--- src/rtl/lock_sequencer.sv ---
// Canal lock sequencer: equalises the chamber level against each side in turn and
// opens the matching port, arbitrating arrive/depart requests with a toggling priority.
module lock_sequencer #(
  parameter int unsigned LEVEL_W     = 14,
  parameter int unsigned STEP        = 1,
  parameter int unsigned DWELL       = 4,
  parameter int unsigned RESET_LEVEL = 0
) (
  input  logic               clk,
  input  logic               rst,
  input  logic               tick,
  input  logic               arrive_req,
  input  logic               depart_req,
  input  logic [LEVEL_W-1:0] outside_level,
  input  logic [LEVEL_W-1:0] inner_level,
  output logic [LEVEL_W-1:0] lock_level,
  output logic               outer_open,
  output logic               inner_open,
  output logic               busy,
  output logic               dir,
  output logic               filling,
  output logic               draining,
  output logic               done
);

  localparam int unsigned DwellW = (DWELL > 1) ? $clog2(DWELL) : 1;

  typedef enum logic [2:0] {StIdle, StEq1, StOpen1, StEq2, StOpen2, StDone} state_e;

  state_e              state_q, state_d;
  logic [LEVEL_W-1:0]  lock_level_q, lock_level_d;
  logic [DwellW-1:0]   dwell_q, dwell_d;
  logic                dir_q, dir_d;
  logic                prio_q, prio_d;  // 1 = arrive wins the next tie
  logic                outer_open_q, outer_open_d;
  logic                inner_open_q, inner_open_d;
  logic                busy_q, busy_d;
  logic                done_q, done_d;

  logic                phase2;
  logic                side_outer;
  logic                in_eq;
  logic [LEVEL_W-1:0]  target;
  logic [LEVEL_W-1:0]  diff;

  always_comb begin
    phase2     = (state_q == StEq2) || (state_q == StOpen2);
    side_outer = dir_q ^ phase2;
    target     = side_outer ? outside_level : inner_level;
    in_eq      = (state_q == StEq1) || (state_q == StEq2);
    diff       = (target > lock_level_q) ? (target - lock_level_q) : (lock_level_q - target);
    filling    = in_eq && (target > lock_level_q);
    draining   = in_eq && (target < lock_level_q);
  end

  always_comb begin
    state_d      = state_q;
    lock_level_d = lock_level_q;
    dwell_d      = '0;
    dir_d        = dir_q;
    prio_d       = prio_q;

    case (state_q)
      StIdle: begin
        if (arrive_req && depart_req) begin
          dir_d   = prio_q;
          prio_d  = ~prio_q;
          state_d = StEq1;
        end else if (arrive_req) begin
          dir_d   = 1'b1;
          state_d = StEq1;
        end else if (depart_req) begin
          dir_d   = 1'b0;
          state_d = StEq1;
        end
      end
      StEq1, StEq2: begin
        if (lock_level_q == target) begin
          state_d = (state_q == StEq1) ? StOpen1 : StOpen2;
        end else if (tick) begin
          // Clamp the final step so the level lands exactly on target.
          if (32'(diff) <= STEP) begin
            lock_level_d = target;
          end else if (target > lock_level_q) begin
            lock_level_d = lock_level_q + LEVEL_W'(STEP);
          end else begin
            lock_level_d = lock_level_q - LEVEL_W'(STEP);
          end
        end
      end
      StOpen1, StOpen2: begin
        lock_level_d = target;
        dwell_d      = dwell_q;
        if (tick) begin
          if (dwell_q == DwellW'(DWELL - 1)) begin
            state_d = (state_q == StOpen1) ? StEq2 : StDone;
          end else begin
            dwell_d = dwell_q + DwellW'(1);
          end
        end
      end
      StDone:  state_d = StIdle;
      default: state_d = StIdle;
    endcase

    outer_open_d = ((state_d == StOpen1) && dir_d) || ((state_d == StOpen2) && !dir_d);
    inner_open_d = ((state_d == StOpen1) && !dir_d) || ((state_d == StOpen2) && dir_d);
    busy_d       = (state_d != StIdle);
    done_d       = (state_d == StDone);
  end

  always_ff @(posedge clk or posedge rst) begin
    if (rst) begin
      state_q      <= StIdle;
      lock_level_q <= LEVEL_W'(RESET_LEVEL);
      dwell_q      <= '0;
      dir_q        <= 1'b1;
      prio_q       <= 1'b1;
      outer_open_q <= 1'b0;
      inner_open_q <= 1'b0;
      busy_q       <= 1'b0;
      done_q       <= 1'b0;
    end else begin
      state_q      <= state_d;
      lock_level_q <= lock_level_d;
      dwell_q      <= dwell_d;
      dir_q        <= dir_d;
      prio_q       <= prio_d;
      outer_open_q <= outer_open_d;
      inner_open_q <= inner_open_d;
      busy_q       <= busy_d;
      done_q       <= done_d;
    end
  end

  assign lock_level = lock_level_q;
  assign outer_open = outer_open_q;
  assign inner_open = inner_open_q;
  assign busy       = busy_q;
  assign dir        = dir_q;
  assign done       = done_q;

endmodule

--- config.mk ---
export PLATFORM = sky130hd
export DESIGN_NAME = lock_sequencer
export DESIGN_NICKNAME = d
export VERILOG_FILES = /design/src/rtl/lock_sequencer.sv
export SDC_FILE = /design/constraint.sdc
export NUM_CORES = 1
export LEC_CHECK = 0
export ABC_AREA = 1
export CAP_MARGIN = 5
export CORE_MARGIN = 5
export CORE_UTILIZATION = 56
export CTS_CLUSTER_SIZE = 30
export DETAILED_ROUTE_END_ITERATION = 7
export HOLD_SLACK_MARGIN = 0.1
export MAX_ROUTING_LAYER = met4
export PLACE_DENSITY = 0.78
export SKIP_CTS_REPAIR_TIMING = 1
export SLEW_MARGIN = 20
export SYNTH_ARGS = -nofsm -noshare
export SYNTH_HDL_FRONTEND = slang
export SYNTH_SLANG_ARGS = --single-unit
export TNS_END_PERCENT = 100
--- constraint.sdc ---
create_clock -name clk -period 5.1 [get_ports clk]
set_input_delay 1.02 -clock clk [delete_from_list [all_inputs] [get_ports clk]]
set_output_delay 1.02 -clock clk [all_outputs]
set_load 0.02 [all_outputs]
==> flow_metrics.tcl <==
set metrics [dict create \
    start_util_pct 56.63 \
    core_um2 6277 \
    worstMarginPinSlew_ns 0.9761 \
    cts.clk_slew.worst_paths_ns 0.09 \
    nNetsFinal 706 \
    cts_max_path_buffers 2 \
    track_usage_pct 28.89 \
    drtIter0Drc 189 \
    synthDistinctLibCells 39 \
    min_path_type "reg -> reg" \
    synth_seq_cells 25 \
    path_max_fanout 16 \
    status "finished, final reports clean" \
    fmax_mhz 209.6 \
    n_fill_cell 585 \
    grt_pass1_wl_mm 17.73 \
    placedCellCount 703 \
    timing.final.crit_share_pct 93.54 \
    grt_max_degree 26 \
    crit_arrival_ns 3.75 \
    synth_common_cells "nand2_1, inv_1, nand3_1, a21oi_1, ha_1" \
    die-area_um2 8041 \
    hold_violations 0 \
    worst_ir_drop_vdd_uv 619.9 \
    synth_warnings 0 \
    finalPower_w 0.003255 \
    numCtsBuffers 3 \
    drc_errors 0 \
    setup.worst_path.end_class "primary output" \
    dr.pass1.iters 4 \
    finClkSkew_ns 0.002753 \
    gp_congestion 0.9574 \
    synth_edf_count 0 \
    hpwl_mm 8.640 \
    cts_max_level 1 \
    drive_gt1_share_pct 6.825 \
    drt-wirelength-per-cell_um 14.95 \
    stdcell_area_um2 4219 \
    synth_most_common_cell "nand2_1" \
    cts_tree "built" \
    powerDensity_nw_per_um2 771.5 \
    synth_top_flop_cell "dfrtp_1" \
    fin_hold_ws_ns 0.5100 \
    wirelength_mm 10.57 \
    synth_area_leaders "nand2_1, dfrtp_1, ha_1" \
    grt_pass1_vias 3918 \
    p_leak_nw 2.269 \
    multi_input_area_um2 2490 \
    reg2reg_depth 29 \
    max_slew_margin_pct 34.86 \
    min_path_cells 1 \
    worst-setup-path-type "in -> out" \
    crit_required_ns 4.08 \
    setup_viol 0 \
    num_rows 29 \
    cp-start-kind "primary input" \
    netlist_area_um2 3555 \
    cts.sinks 25 \
    ys_seq_area_share_pct 17.67 \
    io_pins 54 \
    avgSynthCellArea_um2 6.139 \
    instances_no_fill 707 \
    slew_viol_final 0 \
    vias_per_cell 5.438 \
    cap_viol_max_count 0 \
    fin_util_pct 67.21 \
    worstSkewPairLatency_ns 0.28 \
    grt_overflow 0 \
    die_h_um 89.67 \
    async_flop_share_pct 100.0 \
    syn_to_final_growth_pct 18.69 \
    port_buffers 53 \
    seqCellArea_um2 630.6 \
    vias 3845 \
    period_minus_slack_ns 4.771 \
    synth_area_leader_cell "nand2_1" \
    die_w_um 89.67 \
    synthCells 579 \
    grt_antenna_before_repair 0 \
    synth_nets 654 \
    ant_nets 0 \
    placed_area_um2 4149 \
    clock-root-buffer "clkbuf_8" \
    n_antenna_cell 0 \
    yosysTopAreaCellShare_pct 17.53 \
]
-- power by group --
group	internal, W	switching (W)	leakage [nW]
Clock	0.0000556	0.0000686	0.0217
Combinational	0.00109	0.00166	1.94
Sequential	0.000267	0.000109	0.304
-- worst paths after layout --
path / slack [ns] / endpoint / start
max in group asynchronous: 3.18 / state_q[1] / rst
min in group asynchronous: 1.26 / lock_level[13] / rst
worst min-delay path: 0.51 / prio_q / prio_q
worst min register to register: 0.51 / prio_q / prio_q
worst max-delay path: 0.33 / filling / outside_level[0]
worst max register to register: 0.52 / lock_level[12] / state_q[0]
-- registers in the layout, indices dropped and copies added, names as in the netlist --
signal	flops
busy	1
dir	1
done	1
dwell_q	2
inner_open	1
lock_level	14
outer_open	1
prio_q	1
state_q	3
-- cells by family after synthesis --
logic type	share of synthesized area, %
adders and majority gates	15.21
DFF	17.67
xor gates and xnor gates	4.928
AOI/OAI and AO/OA	14.15
and+or+nand+nor	35.23
buffers and inverters	12.81
-- per-layer routing --
metal	GRT usage [%]	up-vias	share of wire (%)
met5	-	-	0
met4	7.307	0	1.4
met3	1.460	14	3.2
met2	50.60	89	51
met1	36.35	1789	45
li1	-	1953	-
-- critical path, cell delays in order --
cell	delay (ns)
clkdlybuf4s50_1	0.45
inv_1	0.03
o21ai_0	0.22
inv_1	0.10
ha_1	0.22
fa_1	0.42
inv_1	0.07
nand2_1	0.06
nand2_1	0.07
nand2_1	0.07
nand2_2	0.10
nand2_4	0.15
nor2_1	0.14
clkdlybuf4s50_1	0.63
-- layout by cell type, fill, tap and decap left out, types with 2 or more instances in the layout --
master	count
a21oi_1	43
buf_4	6
clkbuf_8	3
clkdlybuf4s50_1	53
dfrtp_1	21
dfrtp_2	2
dfstp_2	2
fa_1	2
ha_1	37
ha_2	3
inv_1	91
inv_2	8
nand2_1	165
nand2_2	9
nand2_4	2
nand3_1	60
nand3b_1	3
nand4_1	2
nor2_1	35
nor3_1	7
nor3_2	2
o21a_1	3
o21ai_0	27
o21ai_1	6
o21bai_1	4
xnor2_1	5
xor2_1	15
-- through the flow --
stage	setup TNS (ns)	setup slack (ns)
after floorplan	0	0.6960
after global placement	0	0.1884
after detailed placement	0	0.1013
after CTS	0	0.2656
after global routing	-0.001910	-0.001910
final	0	0.3295
-- area by class of cell --
cell class,instances,share of cell area [%]
Clock buffer,3,0.9786
Sequential cell,25,14.95
Multi-Input combinational cell,442,59.02
Timing Repair Buffer,59,13.64
Clock inverter,1,0.1779
Inverter,100,8.956
Tap cell,77,2.284
Note: power is estimated with default switching activity, not from simulation.
